$ cat src/rtl/alu_arb_pkg.sv
// Shared opcodes, FSM encoding and counter width for the ALU request arbiter.
// sat_inc is a saturating step used by the optional grant counters.
package alu_arb_pkg;

    localparam logic [1:0] OP_ADD = 2'b00;
    localparam logic [1:0] OP_AND = 2'b01;
    localparam logic [1:0] OP_MUL = 2'b10;
    localparam logic [1:0] OP_OR  = 2'b11;

    localparam int STAT_W = 8;

    typedef enum logic [1:0] {
        ST_IDLE  = 2'd0,
        ST_ISSUE = 2'd1,
        ST_RESP  = 2'd2
    } state_t;

    function automatic logic [STAT_W-1:0] sat_inc(
        input logic [STAT_W-1:0] v
    );
        return (&v) ? v : v + 1'b1;
    endfunction

endpackage

$ cat src/rtl/alu_req_arbiter_rr_pick.sv
// Combinational round-robin picker: first set req bit at or after ptr.
// Ports: req, ptr in; one-hot gnt and its index gnt_idx out.
module rr_pick
#(
    parameter  int NUM_REQ = 4,
    localparam int IDX_W   = $clog2(NUM_REQ)
)
(
    input  logic [NUM_REQ-1:0] req,
    input  logic [IDX_W-1:0]   ptr,
    output logic [NUM_REQ-1:0] gnt,
    output logic [IDX_W-1:0]   gnt_idx
);

    logic found;

    // Walk distance k from ptr; the first requesting slot wins.
    always_comb begin
        gnt     = '0;
        gnt_idx = '0;
        found   = 1'b0;
        for (int k = 0; k < NUM_REQ; k++) begin
            for (int i = 0; i < NUM_REQ; i++) begin
                if (!found && req[i] &&
                    i == (int'(ptr) + k) % NUM_REQ) begin
                    found   = 1'b1;
                    gnt[i]  = 1'b1;
                    gnt_idx = IDX_W'(i);
                end
            end
        end
    end

endmodule

$ cat src/rtl/alu_req_arbiter.sv
// Round-robin arbiter sequencing NUM_REQ requesters onto one external ALU.
// Ports: req_* handshake in, resp_* handshake out, alu_* to/from the ALU,
// busy/gnt_id status. With ALU_ARB_STATS_EN defined, stat_cnt exposes
// saturating 8-bit per-requester grant counters.
module alu_req_arbiter
    import alu_arb_pkg::*;
#(
    parameter  int NUM_REQ = 4,
    parameter  int DATA_W  = 4,
    localparam int IDX_W   = $clog2(NUM_REQ)
)
(
    input  logic                      clk,
    input  logic                      rst,
    input  logic [NUM_REQ-1:0]        req_valid,
    output logic [NUM_REQ-1:0]        req_ready,
    input  logic [NUM_REQ*DATA_W-1:0] req_a,
    input  logic [NUM_REQ*DATA_W-1:0] req_b,
    input  logic [NUM_REQ*2-1:0]      req_op,
    output logic [NUM_REQ-1:0]        resp_valid,
    input  logic [NUM_REQ-1:0]        resp_ready,
    output logic [DATA_W-1:0]         resp_data,
    output logic [DATA_W-1:0]         alu_a,
    output logic [DATA_W-1:0]         alu_b,
    output logic [1:0]                alu_op,
    output logic                      alu_en,
    input  logic [DATA_W-1:0]         alu_result,
    output logic                      busy,
    output logic [IDX_W-1:0]          gnt_id
`ifdef ALU_ARB_STATS_EN
   ,output logic [NUM_REQ*STAT_W-1:0] stat_cnt
`endif
);

    state_t              state;
    state_t              state_nx;
    logic [IDX_W-1:0]    ptr;
    logic [NUM_REQ-1:0]  pick_gnt;
    logic [IDX_W-1:0]    pick_idx;
    logic [DATA_W-1:0]   lat_a;
    logic [DATA_W-1:0]   lat_b;
    logic [1:0]          lat_op;
    logic                accept;

    rr_pick #(.NUM_REQ(NUM_REQ)) u_pick (
        .req     (req_valid),
        .ptr     (ptr),
        .gnt     (pick_gnt),
        .gnt_idx (pick_idx)
    );

    always_comb begin
        state_nx   = state;
        accept     = 1'b0;
        req_ready  = '0;
        resp_valid = '0;
        resp_data  = '0;
        alu_en     = 1'b0;
        unique case (state)
            ST_IDLE: begin
                if (|req_valid) begin
                    accept    = 1'b1;
                    req_ready = pick_gnt;
                    state_nx  = ST_ISSUE;
                end
            end
            ST_ISSUE: begin
                alu_en   = 1'b1;
                state_nx = ST_RESP;
            end
            ST_RESP: begin
                resp_valid[gnt_id] = 1'b1;
                resp_data          = alu_result;
                if (resp_ready[gnt_id]) begin
                    state_nx = ST_IDLE;
                end
            end
            default: state_nx = ST_IDLE;
        endcase
    end

    always_ff @(posedge clk or posedge rst) begin
        if (rst) begin
            state  <= ST_IDLE;
            ptr    <= '0;
            gnt_id <= '0;
            lat_a  <= '0;
            lat_b  <= '0;
            lat_op <= '0;
        end else begin
            state <= state_nx;
            if (accept) begin
                lat_a  <= req_a[pick_idx*DATA_W +: DATA_W];
                lat_b  <= req_b[pick_idx*DATA_W +: DATA_W];
                lat_op <= req_op[pick_idx*2 +: 2];
                gnt_id <= pick_idx;
                // Winner drops to lowest priority for the next search.
                ptr    <= (pick_idx == IDX_W'(NUM_REQ-1)) ?
                          '0 : pick_idx + 1'b1;
            end
        end
    end

    assign busy   = (state != ST_IDLE);
    assign alu_a  = lat_a;
    assign alu_b  = lat_b;
    assign alu_op = lat_op;

`ifdef ALU_ARB_STATS_EN
    for (genvar i = 0; i < NUM_REQ; i++) begin : g_stat
        logic [STAT_W-1:0] cnt;
        always_ff @(posedge clk or posedge rst) begin
            if (rst) begin
                cnt <= '0;
            end else if (accept && pick_gnt[i]) begin
                cnt <= sat_inc(cnt);
            end
        end
        assign stat_cnt[i*STAT_W +: STAT_W] = cnt;
    end
`else
    // Grant counters are not built in this configuration.
`endif

endmodule
$ cat config.mk
export PLATFORM = sky130hd
export DESIGN_NAME = alu_req_arbiter
export DESIGN_NICKNAME = d
export VERILOG_FILES = /design/src/rtl/alu_arb_pkg.sv /design/src/rtl/alu_req_arbiter_rr_pick.sv /design/src/rtl/alu_req_arbiter.sv
export SDC_FILE = /design/constraint.sdc
export NUM_CORES = 1
export LEC_CHECK = 0
export CAP_MARGIN = 40
export CORE_ASPECT_RATIO = 0.9
export CORE_MARGIN = 2
export CORE_UTILIZATION = 36
export DETAILED_ROUTE_END_ITERATION = 6
export PLACE_DENSITY = 0.91
export SLEW_MARGIN = 10
export SYNTH_ARGS = -nofsm -noshare
export SYNTH_HDL_FRONTEND = slang
export SYNTH_SLANG_ARGS = --single-unit
$ cat constraint.sdc
create_clock -name clk -period 3.4 [get_ports clk]
set_input_delay 1.02 -clock clk [delete_from_list [all_inputs] [get_ports clk]]
set_output_delay 1.02 -clock clk [all_outputs]
set_load 0.01 [all_outputs]
==> impl_table.tex, run 1 <==
\begin{tabular}{lr}
\hline
Metric & Value \\
\hline
\multicolumn{2}{l}{\textbf{CTS}} \\
\quad Number of CTS-inserted buffers & 3 \\
\quad TritonCTS clock tree & built \\
\quad Latest clock arrival within the worst-skew pair & 0.25 ns \\
\quad Cts hold-fix bufs & 0 \\
\quad CTS Buffer Depth & 2 \\
\quad H-tree depth & 1 \\
\quad CTS Root Buffer Type & clkbuf\_8 \\
\quad Clock edge transition at the registers on the reported setup and hold paths & 0.07 ns \\
\quad Clock sink count & 16 \\
\multicolumn{2}{l}{\textbf{Worst setup path}} \\
\quad Element type at the critical path end & output port \\
\quad Start point of the critical path & req\_valid[0] \\
\quad Startpoint-to-endpoint class of the critical path & primary input to output port \\
\quad FF-to-FF End & alu\_a[3] \\
\quad Startpoint type of the worst setup path & primary input \\
\quad Termination of the worst setup path & req\_ready[2] \\
\quad Number of cells on the worst reg-to-reg path & 7 \\
\quad Largest fanout on the critical path & 6 \\
\quad Critical path data required time & 2.38 ns \\
\quad Endpoint arrival time on the critical path & 2.27 ns \\
\quad Register-to-Register Setup Slack & 1.43 ns \\
\quad Startpoint of the lowest-slack register-to-register path & ptr[0] \\
\multicolumn{2}{l}{\textbf{Synth}} \\
\quad Count of cell types in the netlist & 36 \\
\quad Combined area of all synthesized cells & 1250 sq um \\
\quad Main area contributors after synthesis & dfrtp\_1, mux2i\_1, nand4b\_1, o22ai\_1, a22oi\_1 \\
\quad Synthesized Nets & 202 \\
\quad Average cell area after synthesis & 8.45 sq um \\
\quad Top-area cell type share of the netlist area & 0.320 \\
\quad \#FFs+latches synth & 16 \\
\quad Synth warn & 0 \\
\quad Synthesized instance count & 148 \\
\quad Largest area contributor in the netlist & dfrtp\_1 \\
\quad Proportion of synthesized chip area in sequential cells & 0.320 \\
\multicolumn{2}{l}{\textbf{Placement}} \\
\quad Post-detailed-placement half-perimeter wirelength & 3150 microns \\
\quad Placed Cells & 275 \\
\quad Number of buffers inserted by port buffering & 79 \\
\quad Final weighted congestion of routability-driven global placement & 0.856 \\
\quad Worst setup slack after placement & -0.486 ns \\
\multicolumn{2}{l}{\textbf{Power}} \\
\quad Peak supply drop & 355 uV \\
\quad Cell leakage power & 0.936 nW \\
\quad Ratio of total power to cell area & 735 nW/um\^{}2 \\
\quad Overall power & 0.00165 W \\
\multicolumn{2}{l}{\textbf{Finish}} \\
\quad Fraction of layout instances using a drive strength above 1 & 0.160 \\
\quad Sequential cell area & 400 sq um \\
\quad Number of nets in the layout & 292 \\
\quad Count of filler cells inserted in the layout & 297 \\
\quad Non-filler instance count after layout & 281 \\
\quad Area used by multi-input combinational logic & 800 sq um \\
\quad Area overhead of the layout relative to synthesis & 79.1\% \\
\quad Antenna diode instance count & 0 \\
\quad Utilization after layout & 0.668 \\
\multicolumn{2}{l}{\textbf{Timing}} \\
\quad Fin Clk Skew & 0.00136 ns \\
\quad Highest attainable clock frequency & 0.304 GHz \\
\quad Worst setup margin & 0.107 ns \\
\quad Final worst path period need & 3.29 ns \\
\quad Final worst-path cycle share & 0.969 \\
\quad Unrepaired setup endpoints after global routing & false \\
\quad Final number of setup-violating endpoints & 0 \\
\quad Transition time of the tightest slew-check pin & 0.611 ns \\
\quad Final Max Tran Viols & 0 \\
\quad Total Negative Setup Slacks & 0 ns \\
\quad Count of endpoints failing hold in the final timing report & 0 \\
\quad Worst slew slack as a fraction of its limit & 0.592 \\
\multicolumn{2}{l}{\textbf{Routing}} \\
\quad Vias per std cell & 5.43 \\
\quad Met2 Routed Length & 2050 microns \\
\quad DRT Wirelength & 4230 microns \\
\quad Routed wirelength normalized by instance count & 15.1 microns \\
\quad DRC marker count from the first detailed-route iteration & 68 \\
\quad Detailed Routing Iterations Pass 1 & 4 \\
\quad Number of vias in the routed layout & 1,526 \\
\quad Topmost layer with routed signal wires & met4 \\
\quad Number of remaining DRC errors & 0 \\
\quad Met3 Wirelength & 432 microns \\
\quad Count of nets left with antenna violations after detail routing & 0 \\
\quad Metal1 wirelength & 1640 microns \\
\multicolumn{2}{l}{\textbf{Global route}} \\
\quad Global-route wire length before repair & 6610 microns \\
\quad Vias in the first global route & 1,414 \\
\quad Total global routing overflow & 0 \\
\quad Total routing resource utilization after global routing & 0.220 \\
\quad Number of antenna violations at the first check in global routing & 0 \\
\quad Largest net degree at the start of global routing & 26 \\
\multicolumn{2}{l}{\textbf{Floorplanning}} \\
\quad Number of core rows & 20 \\
\quad Number of primary I/O pins & 80 \\
\quad Floorplan die area & 3960 sq um \\
\quad Area of the placeable core & 3350 sq um \\
\quad Vertical extent of the die & 59.9 microns \\
\quad Horiz. Die Dim & 66.1 microns \\
\quad Initial Utilization & 0.373 \\
\multicolumn{2}{l}{\textbf{Flow run}} \\
\quad Max capacitance violation total & 0 \\
\multicolumn{2}{l}{\textbf{Min path}} \\
\quad Hold Crit Class & register to register \\
\multicolumn{2}{l}{\textbf{Outcome}} \\
\quad Run status & complete, no violations \\
\hline
\end{tabular}
## registers in the layout, summed over array words and instances (netlist names)
signal / cells
gnt_id: 2
alu_b: 4
state: 2
ptr: 2
alu_a: 4
alu_op: 2
## report_power, final
group | internal [W] | switching [W] | total (W)
registers | 0.000292 | 0.000101 | 0.000393
clock network | 0.000103 | 0.0000672 | 0.000170
logic | 0.000559 | 0.000526 | 0.00108
## critical path, cell delays in order
cell,delay [ns]
dlygate4sd2_1,0.30
buf_4,0.16
nand2_1,0.10
a211oi_4,0.31
nor2_1,0.10
nand2_1,0.11
nor2_1,0.04
buf_2,0.13
## final cells by class
type / instances / area share
Tap cell: 44 / 0.0246
Sequential cell: 16 / 0.179
Inverter: 6 / 0.0101
Multi-Input combinational cell: 114 / 0.357
Clock buffer: 4 / 0.0246
Timing Repair Buffer: 97 / 0.405
## synthesized netlist by cell type, drive strengths merged
library cell   n
a21o           1
a22oi         10
nor2b          4
and3           2
o21ai         13
dfrtp         16
a31oi          1
or2            1
o211ai         1
nor3          11
o22ai         11
and2           4
mux2i         10
buf            5
a21oi          5
nand2          8
and2b          1
o21bai         1
or4            1
nor2           8
clkbuf         7
nor3b          1
nor4           1
a211oi         1
nand4b        10
o21a           1
inv            6
o211a          1
nand3          1
mux4           1
nand2b         4
## per-stage QoR
stage	instance area, sq um	hold slack [ns]
after floorplan	1250	0.546
after global placement	2150	0.567
after detailed placement	2150	0.583
after CTS	2220	0.596
after global routing	2240	0.625
final	2240	0.593
## per-layer routing
metal / track usage / vias up
met2: 0.389 / 83
met3: 0.0546 / 10
met5: 0 / -
li1: - / 731
met1: 0.261 / 702
met4: 0.0758 / 0
## worst min path at each step
stage,from,to,slack (ns),cells after the start
after floorplan,ptr[0],ptr[0],0.55,2
after global placement,alu_a[0],alu_a[0],0.57,2
after detailed placement,alu_a[0],alu_a[0],0.58,2
after CTS,alu_b[1],alu_b[1],0.60,2
after global routing,alu_b[1],alu_b[1],0.62,2
final,alu_b[1],alu_b[1],0.59,2
## what timing repair did
| action | 4_1_cts | 5_1_grt |
|---|---|---|
| resized for setup | 27 | 4 |
| setup endpoints to repair | 4 | 2 |
| pin swaps | 2 | 4 |
| cloned | 0 | 0 |
| setup buffers | 0 | 2 |
## cell families (layout without fill, tap and decap cells)
kind of cell,after synthesis,after routing,share of synthesized area
compound gates,46,46,0.241
mux,11,11,0.0980
buf+inv,18,107,0.0730
flops,16,16,0.320
simple gates,57,57,0.268
## cell usage in the layout (no fill, tap or decap), types with 2 or more instances in the layout
| master | instances |
|---|---|
| nor2_1 | 8 |
| dlygate4sd2_1 | 3 |
| nand2_1 | 7 |
| clkbuf_8 | 4 |
| buf_2 | 4 |
| nor3_1 | 11 |
| clkdlybuf4s50_1 | 71 |
| nand4b_1 | 10 |
| mux2i_1 | 10 |
| nor2b_2 | 2 |
| nand2b_1 | 4 |
| o21ai_0 | 12 |
| inv_1 | 5 |
| nor2b_1 | 2 |
| buf_4 | 17 |
| a21oi_1 | 5 |
| dfrtp_1 | 16 |
| and3_1 | 2 |
| o22ai_1 | 11 |
| and2_1 | 4 |
| a22oi_1 | 9 |
(Power assumes the default switching activity.)
==> run 2, diff against run 1 <==
--- a/config.mk
+++ b/config.mk
@@ -9,6 +9,7 @@
 export CORE_ASPECT_RATIO = 0.9
 export CORE_MARGIN = 2
 export CORE_UTILIZATION = 36
+export CTS_CLUSTER_DIAMETER = 150
 export DETAILED_ROUTE_END_ITERATION = 6
 export PLACE_DENSITY = 0.91
 export SLEW_MARGIN = 10
==> results of run 2 <==
Same layout as run 1: the final DEF is identical, and so are final timing and power.
==> run 3, diff against run 2 <==
--- a/config.mk
+++ b/config.mk
@@ -11,7 +11,9 @@
 export CORE_UTILIZATION = 36
 export CTS_CLUSTER_DIAMETER = 150
 export DETAILED_ROUTE_END_ITERATION = 6
+export GPL_ROUTABILITY_DRIVEN = 0
 export PLACE_DENSITY = 0.91
+export REMOVE_ABC_BUFFERS = 1
 export SLEW_MARGIN = 10
 export SYNTH_ARGS = -nofsm -noshare
 export SYNTH_HDL_FRONTEND = slang
==> run 3 against run 2 <==
Wire length up 1.7%. Non-clock buffer count up 2. Hold slack about the same. Register-to-register slack better by 0.07 ns. Total power up 0.91%. Global-route usage up 0.92 points. Sequential power up 1%. Combinational power about the same. Critical path type unchanged. Via count up 0.52%.
==> impl_table.tex, run 3 (synthesis results as in run 1) <==
\begin{tabular}{lr}
\hline
Metric & Value \\
\hline
\multicolumn{2}{l}{\textbf{Finish}} \\
\quad Fraction of layout instances using a drive strength above 1 & 0.155 (was 0.160) \\
\quad Area overhead of the layout relative to synthesis & 79.1\% (unchanged) \\
\quad Most common cell after layout, fill and taps aside & clkdlybuf4s50\_1 (unchanged) \\
\quad Antenna diode instance count & 0 (unchanged) \\
\quad Most used cells in the layout excluding fill and tap cells & clkdlybuf4s50\_1, buf\_4, dfrtp\_1, o21ai\_0 (unchanged) \\
\quad Number of nets in the layout & 294 (was 292) \\
\quad Count of filler cells inserted in the layout & 295 (was 297) \\
\quad Utilization after layout & 0.668 (unchanged) \\
\multicolumn{2}{l}{\textbf{Placement}} \\
\quad Post-detailed-placement half-perimeter wirelength & 3220 microns (was 3150 microns) \\
\quad Number of buffers inserted by port buffering & 79 (unchanged) \\
\multicolumn{2}{l}{\textbf{Floorplanning}} \\
\quad Vertical extent of the die & 59.9 microns (unchanged) \\
\quad Horiz. Die Dim & 66.1 microns (unchanged) \\
\quad Number of core rows & 20 (unchanged) \\
\quad Floorplan die area & 3960 sq um (unchanged) \\
\quad Area of the placeable core & 3350 sq um (unchanged) \\
\quad Number of primary I/O pins & 80 (unchanged) \\
\quad Initial Utilization & 0.373 (unchanged) \\
\multicolumn{2}{l}{\textbf{Global route}} \\
\quad Total global routing overflow & 0 (unchanged) \\
\quad Number of antenna violations at the first check in global routing & 0 (unchanged) \\
\quad Global-route wire length before repair & 6820 microns (was 6610 microns) \\
\quad Largest net degree at the start of global routing & 26 (unchanged) \\
\quad Total routing resource utilization after global routing & 0.229 (was 0.220) \\
\quad Vias in the first global route & 1,469 (was 1,414) \\
\multicolumn{2}{l}{\textbf{Routing}} \\
\quad DRC marker count from the first detailed-route iteration & 25 (was 68) \\
\quad Vias per std cell & 5.42 (was 5.43) \\
\quad Detailed Routing Iterations Pass 1 & 4 (unchanged) \\
\quad Count of nets left with antenna violations after detail routing & 0 (unchanged) \\
\quad Routed wirelength normalized by instance count & 15.2 microns (was 15.1 microns) \\
\quad DRT Wirelength & 4300 microns (was 4230 microns) \\
\quad Number of vias in the routed layout & 1,534 (was 1,526) \\
\quad Number of remaining DRC errors & 0 (unchanged) \\
\multicolumn{2}{l}{\textbf{CTS}} \\
\quad TritonCTS clock tree & built (unchanged) \\
\quad H-tree depth & 1 (unchanged) \\
\quad CTS Root Buffer Type & clkbuf\_8 (unchanged) \\
\quad Cts hold-fix bufs & 0 (unchanged) \\
\quad Latest clock arrival within the worst-skew pair & 0.25 ns (about the same) \\
\quad Number of CTS-inserted buffers & 3 (unchanged) \\
\quad CTS Buffer Depth & 2 (unchanged) \\
\quad Clock edge transition at the registers on the reported setup and hold paths & 0.07 ns (about the same) \\
\quad Clock sink count & 16 (unchanged) \\
\multicolumn{2}{l}{\textbf{Power}} \\
\quad Ratio of total power to cell area & 742 nW/um\^{}2 (was 735 nW/um\^{}2) \\
\quad Peak supply drop & 349 uV (was 355 uV) \\
\quad Cell leakage power & 0.929 nW (was 0.936 nW) \\
\multicolumn{2}{l}{\textbf{Worst setup path}} \\
\quad Cell-by-cell trace of the critical path & dlygate4sd2\_1, or4\_4, nand2\_4, buf\_4, nor4\_1, clkdlybuf4s15\_1 (was dlygate4sd2\_1, buf\_4, nand2\_1, a211oi\_4, nor2\_1, nand2\_1, nor2\_1, buf\_2) \\
\quad Critical-path top delay cell & or4\_4 (was a211oi\_4) \\
\quad FF-to-FF End & alu\_a[3] (unchanged) \\
\quad Startpoint of the lowest-slack register-to-register path & ptr[0] (unchanged) \\
\quad Startpoint-to-endpoint class of the critical path & primary input to output port (unchanged) \\
\quad Element type at the critical path end & output port (unchanged) \\
\quad Critical path data required time & 2.38 ns (about the same) \\
\quad Endpoint arrival time on the critical path & 2.33 ns (was 2.27 ns) \\
\quad Startpoint type of the worst setup path & primary input (unchanged) \\
\quad Register-to-Register Setup Slack & 1.50 ns (was 1.43 ns) \\
\quad Worst Path Buf+Inv & 3 (unchanged) \\
\quad Delay of the slowest cell on the worst path & 0.55 ns (was 0.31 ns) \\
\quad Cell family with most CP delay & simple AND/OR/NAND/NOR gates (was buffers and inverters) \\
\quad Number of cells on the worst reg-to-reg path & 7 (unchanged) \\
\quad Largest fanout on the critical path & 4 (was 6) \\
\multicolumn{2}{l}{\textbf{Timing}} \\
\quad Count of endpoints failing hold in the final timing report & 0 (unchanged) \\
\quad Total Negative Setup Slacks & 0 ns (unchanged) \\
\quad Final worst-path cycle share & 0.986 (was 0.969) \\
\quad Final Max Tran Viols & 0 (unchanged) \\
\quad Unrepaired setup endpoints after global routing & true (was false) \\
\quad Worst slew slack as a fraction of its limit & 0.584 (was 0.592) \\
\quad Highest attainable clock frequency & 0.298 GHz (was 0.304 GHz) \\
\quad Final worst path period need & 3.35 ns (was 3.29 ns) \\
\quad Transition time of the tightest slew-check pin & 0.623 ns (was 0.611 ns) \\
\quad Fin Clk Skew & 0.00124 ns (was 0.00136 ns) \\
\quad Final number of setup-violating endpoints & 0 (unchanged) \\
\multicolumn{2}{l}{\textbf{Min path}} \\
\quad Min-Delay Endpoint & alu\_a[1] (was alu\_b[1]) \\
\quad Worst Hold Depth & 2 (unchanged) \\
\quad Hold Crit Start & alu\_a[1] (was alu\_b[1]) \\
\quad Hold Crit Class & register to register (unchanged) \\
\multicolumn{2}{l}{\textbf{Outcome}} \\
\quad Run status & complete, no violations (unchanged) \\
\multicolumn{2}{l}{\textbf{Flow run}} \\
\quad Max capacitance violation total & 0 (unchanged) \\
\hline
\end{tabular}
run 3: worst max-delay path by stage:
stage	start	end	slack [ns]	depth (start not counted)
4_1_cts	req_valid[2]	req_ready[3]	0.005	6
2_1_floorplan	req_valid[2]	req_ready[0]	-0.11	4
3_3_place_gp	req_valid[2]	req_ready[0]	-0.46	6
5_1_grt	req_valid[2]	req_ready[3]	-0.02	6
6_report	req_valid[3]	req_ready[3]	0.05	6
3_5_place_dp	req_valid[2]	req_ready[0]	-0.50	6
run 3: area by class of cell:
cell class	instances	area, sq um	area share
clock buffer	4	55.1	0.0246
inverter	6	22.5	0.0101
multi-input combinational	114	782	0.349
sequential	16	400	0.179
tap	44	55.1	0.0246
timing repair buffer	99	926	0.413
run 3: where the power goes:
group	switching [W]	internal (W)	leakage (nW)	total (W)
sequential	0.000106	0.000292	0.191	0.000398
combinational	0.000521	0.000572	0.710	0.00109
clock	0.0000685	0.000103	0.0288	0.000171
total	0.000695	0.000968	0.929	0.00166
run 3: what timing repair did:
action | CTS | global route
pin swaps | 2 | 1
gates resized for setup | 16 | 4
setup buffers | 1 | 0
setup endpoints to repair | 4 | 4
hold endpoints to repair | 0 | 0
run 3: worst reg2reg max path: stages (launching register included):
cell	delay, ns
dfrtp_1	0.42
and2b_2	0.27
buf_4	0.15
a211oi_4	0.20
buf_4	0.15
o21a_1	0.37
a22oi_1	0.13
o22ai_1	0.14
run 3: metrics by stage:
stage | cells | total power, W | hold WS, ns | worst slack, ns | area, sq um
after floorplan | 136 | 0.000930 | 0.549 | -0.114 | 1180
after global placement | 278 | 0.00145 | 0.568 | -0.459 | 2170
after detailed placement | 278 | 0.00148 | 0.580 | -0.495 | 2170
after CTS | 283 | 0.00167 | 0.590 | 0.00505 | 2250
after global routing | 283 | 0.00179 | 0.647 | -0.0165 | 2240
final | 283 | 0.00166 | 0.593 | 0.0491 | 2240
run 3: layer usage:
metal  vias to the layer above  global-route usage  wire, microns
met5                         -                   0              0
met4                         0              0.0525             10
met3                         2              0.0565            411
met2                        70               0.416           2160
met1                       729               0.273           1710
li1                        733                   -              -
